**config.mk**
```make
export PLATFORM = sky130hd
export DESIGN_NAME = z_result_stage
export DESIGN_NICKNAME = d
export VERILOG_FILES = /design/src/rtl/z_result_stage.sv
export SDC_FILE = /design/constraint.sdc
export NUM_CORES = 1
export LEC_CHECK = 0
export CAP_MARGIN = 40
export CORE_ASPECT_RATIO = 1.2
export CORE_UTILIZATION = 35
export CTS_CLUSTER_SIZE = 24
export DETAILED_ROUTE_END_ITERATION = 8
export PLACE_DENSITY = 0.61
export SYNTH_ARGS = -nofsm -noshare
export SYNTH_HDL_FRONTEND = slang
export SYNTH_SLANG_ARGS = --single-unit
```
**constraint.sdc**
```tcl
create_clock -name clock -period 6.2 [get_ports clock]
set_clock_uncertainty 0.05 [all_clocks]
set_input_delay 1.24 -clock clock [delete_from_list [all_inputs] [get_ports clock]]
set_output_delay 1.24 -clock clock [all_outputs]
set_load 0.05 [all_outputs]
```
**src/rtl/z_result_stage.sv**
```systemverilog
// Two-entry in-order result buffer between ALU and the Z datapath bus.
// Optional per-entry zero/negative flags are built when Z_FLAGS_EN is defined.
module z_result_stage (
  input  logic        clock,
  input  logic        clear,
  input  logic        alu_valid,
  input  logic [31:0] alu_rz_lo,
  input  logic [31:0] alu_rz_hi,
  output logic        alu_ready,
  input  logic        z_pop,
  input  logic        Zlowout,
  input  logic        Zhighout,
  output logic        z_valid,
  output logic [31:0] bus_z,
  output logic [1:0]  count,
  output logic        sel_err,
  output logic        flag_zero,
  output logic        flag_neg
);

  logic [63:0] mem_q [2];
  logic [63:0] mem_d [2];
  logic [1:0]  count_q, count_d;
  logic        wr_ptr_q, wr_ptr_d;
  logic        rd_ptr_q, rd_ptr_d;
  logic        sel_err_q, sel_err_d;
  logic        push, pop;
  logic [63:0] head;

  // ready depends only on registered occupancy, never on z_pop
  assign alu_ready = (count_q != 2'd2);
  assign z_valid   = (count_q != 2'd0);
  assign count     = count_q;
  assign sel_err   = sel_err_q;
  assign push      = alu_valid && alu_ready;
  assign pop       = z_pop && z_valid;
  assign head      = mem_q[rd_ptr_q];

  always_comb begin
    mem_d     = mem_q;
    count_d   = count_q;
    wr_ptr_d  = wr_ptr_q;
    rd_ptr_d  = rd_ptr_q;
    sel_err_d = sel_err_q | (Zlowout & Zhighout);
    if (push) begin
      mem_d[wr_ptr_q] = {alu_rz_hi, alu_rz_lo};
      wr_ptr_d        = ~wr_ptr_q;
    end
    if (pop) begin
      rd_ptr_d = ~rd_ptr_q;
    end
    unique case ({push, pop})
      2'b10:   count_d = count_q + 2'd1;
      2'b01:   count_d = count_q - 2'd1;
      default: count_d = count_q;
    endcase
  end

  always_comb begin
    bus_z = 32'd0;
    if (z_valid) begin
      if (Zlowout) begin
        bus_z = head[31:0];
      end else if (Zhighout) begin
        bus_z = head[63:32];
      end
    end
  end

  always_ff @(posedge clock) begin
    if (clear) begin
      count_q   <= 2'd0;
      wr_ptr_q  <= 1'b0;
      rd_ptr_q  <= 1'b0;
      sel_err_q <= 1'b0;
    end else begin
      count_q   <= count_d;
      wr_ptr_q  <= wr_ptr_d;
      rd_ptr_q  <= rd_ptr_d;
      sel_err_q <= sel_err_d;
    end
  end

  // payload needs no reset: it is unobservable while count is 0
  always_ff @(posedge clock) begin
    mem_q <= mem_d;
  end

`ifdef Z_FLAGS_EN
  logic [1:0] zf_q, zf_d;
  logic [1:0] nf_q, nf_d;

  always_comb begin
    zf_d = zf_q;
    nf_d = nf_q;
    if (push) begin
      zf_d[wr_ptr_q] = ({alu_rz_hi, alu_rz_lo} == 64'd0);
      nf_d[wr_ptr_q] = alu_rz_hi[31];
    end
  end

  always_ff @(posedge clock) begin
    if (clear) begin
      zf_q <= 2'b00;
      nf_q <= 2'b00;
    end else begin
      zf_q <= zf_d;
      nf_q <= nf_d;
    end
  end

  assign flag_zero = z_valid & zf_q[rd_ptr_q];
  assign flag_neg  = z_valid & nf_q[rd_ptr_q];
`else
  assign flag_zero = 1'b0;
  assign flag_neg  = 1'b0;
`endif

endmodule

```
==> summary.txt <==
Yosys
  • Synth async-reset ratio: 0%
  • Area share of the largest cell type after synthesis: 71.83%
  • EDFF count, synth: 128
  • FF+latch count, synth: 133
  • Avg Cell Area, Syn: 17.55 um^2
  • Ys Warns: 0
  • Top post-synthesis cells by area: edfxtp_1, mux2_2, mux2_4
  • Post-synthesis sequential area ratio: 73.70%
  • Count leader, synth: edfxtp_1
  • Unique masters post-synth: 27
  • Post-Syn Instances: 305
  • Synth Flop Type: edfxtp_1
  • Cell taking the most area after synthesis: edfxtp_1
  • Synth top cells by count: edfxtp_1, nor2_1, a22oi_1, mux2_2, mux2_4
  • Mapped Area: 5351 um^2

Pwr
  • Switching power: 1.042 mW
  • Leak: 2.447 nW
  • Clock Power Share: 28.4%
  • Pwr Density: 446.5 nW/um^2
  • Sequential share of power: 37.7%
  • Comb pwr share: 33.9%
  • Switch share: 32.59%
  • Final Total Pwr: 3.195 mW
  • VDD IR max: 0.2437 mV
  • P_int: 2.154 mW

STA
  • Slew Viols, Final: 0
  • Final hold vios: 0
  • Fin Setup TNS: 0 ns
  • Worst relative slew slack: 47.53%
  • Crit path time final: 4.871 ns
  • RSZ-0062 raised after global routing: no
  • Fmax: 205.3 MHz
  • Final setup viols: 0
  • Worst-margin pin slew: 0.7870 ns
  • Fin crit share: 78.57%
  • Worst-case hold slack: 0.4139 ns

Setup path
  • CP dominant cell by count: clkdlybuf4s50_1
  • Worst Path Required: 4.91 ns
  • Worst Setup Start Kind: primary input
  • Crit path max-delay family: buffers and inverters
  • R2R Path End: mem_q[3]$_DFFE_PP_
  • Worst-path cell chain: clkdlybuf4s50_1 -> nor2b_4 -> a221oi_1 -> a311oi_1 -> clkdlybuf4s50_1
  • FF-to-FF setup slack: 3.77 ns
  • Worst Path Buf+Inv: 2
  • CP max FO: 18
  • Crit Path Class: primary input to primary output
  • Reg2Reg Depth: 3
  • Crit path capture type: primary output
  • Worst path slowest cell: clkdlybuf4s50_1
  • Crit-path max cell delay: 0.87 ns
  • Reg-to-reg startpoint: count[0]$_SDFFE_PP0P_
  • Crit path DAT: 3.58 ns

Min path
  • Worst hold path class: flop to flop
  • Hold EP: sel_err$_SDFF_PP0_
  • Hold wc startpoint: sel_err$_SDFF_PP0_
  • WHS Path Cells: 2

Status
  • Outcome: complete, no violations

Layout
  • Area of the multi-input gates: 1281 um^2
  • Fillers: 1345
  • Layout cells sized above 1: 19.20%
  • Diode count: 0
  • Nets: 488
  • Register Area: 3948 um^2
  • Synth-to-Final Area Change: 33.72%

Global routing
  • Total global-route track usage: 14.33%
  • Remaining Overflow, GRT: 0
  • Largest net degree at the start of global routing: 36
  • First-pass GRT wire length: 16210 um
  • Vias in the first global route: 3051
  • Initial antenna violation count: 1

Die
  • Die Span X: 114.9 um
  • Die area: 15790 um^2
  • Starting density of the core: 35.77%
  • Die H: 137.5 um
  • Num ports: 109
  • Core area: 14960 um^2
  • Cell Rows: 49

Routing
  • Post-route DRC: 0
  • Drt initial violations: 175
  • Avg WL per Cell: 16.71 um
  • Drt via density: 4.710
  • DR vias: 2972
  • Drt pass-1 iters: 4
  • Final WL: 10540 um
  • ANT nets after route: 0

Place
  • GPL Wtd Cong: 0.6637
  • HPWL Detailed: 6713 um
  • PortBufs: 106

Clock tree
  • CTS tree: built
  • H-tree Lvls: 4
  • Clk sinks: 133
  • Post-CTS setup buffers: 0
  • Worst skew pair latency: 0.41 ns
  • Total CTS buffers: 17
  • Deepest clock path buffer count: 2
  • CTS-repair resized insts: 0
  • Hold buffers post-CTS: 0
  • Clk slew on worst S/H paths: 0.05 ns
  • CTS root buf: clkbuf_16

Job
  • Max cap viols: 0
[cell usage in the layout (no fill, tap or decap), drive strengths merged, types with 2 or more instances in the layout]
cell type / n
nand2: 3
a21oi: 3
o21ai: 2
mux2: 62
buf: 7
nor2: 35
inv: 3
dfxtp: 5
clkinv: 6
clkdlybuf4s50: 105
a22oi: 31
clkbuf: 21
conb: 2
bufinv: 2
xor2: 2
edfxtp: 128
[registers in the layout, indices dropped and copies added, names as in the netlist]
register / count
mem_q: 128
count: 2
rd_ptr_q: 1
sel_err: 1
wr_ptr_q: 1
[worst min-delay path, stage by stage (launching register included)]
cell     delay (ns)
dfxtp_1        0.32
a21oi_1        0.04
nor2_1         0.07
[power by group through the flow]
stage | sequential, mW | clock [mW] | combinational, mW
CTS | 1.21 | 0.935 | 1.10
finish | 1.20 | 0.908 | 1.08
global route | 1.22 | 0.979 | 1.15
global placement | 1.26 | 0 | 1.01
floorplan | 1.21 | 0 | 0.760
detailed placement | 1.22 | 0 | 1.10
[kinds of logic after synthesis]
family / count (synthesis) / synth area share, %
other: 1 / 0.07008
muxes: 62 / 14.17
AOI/OAI and AO/OA: 39 / 5.331
xor gates and xnor gates: 3 / 0.4911
and+or+nand+nor: 43 / 3.274
DFF: 133 / 73.70
buffers and inverters: 23 / 2.735
adders and majority gates: 1 / 0.2338
[final cells by class]
type / count / area share, %
clock buffers: 21 / 6.155
inverters: 3 / 0.1574
multi-input cells: 150 / 17.91
repair buffers: 112 / 15.84
clock inverters: 8 / 1.207
flip-flops and latches: 133 / 55.17
well taps: 204 / 3.567
[stage by stage]
stage	cell area, um^2	setup slack, ns	std cells	util, %
after global routing	7156	1.189	631	47.83
after global placement	6581	1.331	600	43.99
after floorplan	5355	1.930	306	-
final	7156	1.329	631	47.83
after CTS	7156	1.278	631	47.83
after detailed placement	6629	1.273	602	44.31
[layer usage]
metal  vias to the layer above  part of all wire [%]  wire, um  track usage, %
met4                         0                   1.6       173           6.710
met1                      1473                    41      4270           15.99
met2                        88                    52      5498           24.36
met5                         -                     0         0               0
met3                        13                   5.7       600           5.147
li1                       1398                     -         -               -
[worst max path at each step]
stage / start / end / slack, ns / cells past startpoint
2_1_floorplan: Zlowout / bus_z[11] / 1.93 / 5
3_5_place_dp: Zhighout / bus_z[11] / 1.27 / 5
6_report: Zhighout / bus_z[11] / 1.33 / 5
4_1_cts: Zhighout / bus_z[11] / 1.28 / 5
3_3_place_gp: Zhighout / bus_z[11] / 1.33 / 5
5_1_grt: Zhighout / bus_z[30] / 1.19 / 6
No activity file was read; power rests on OpenSTA's default activity.
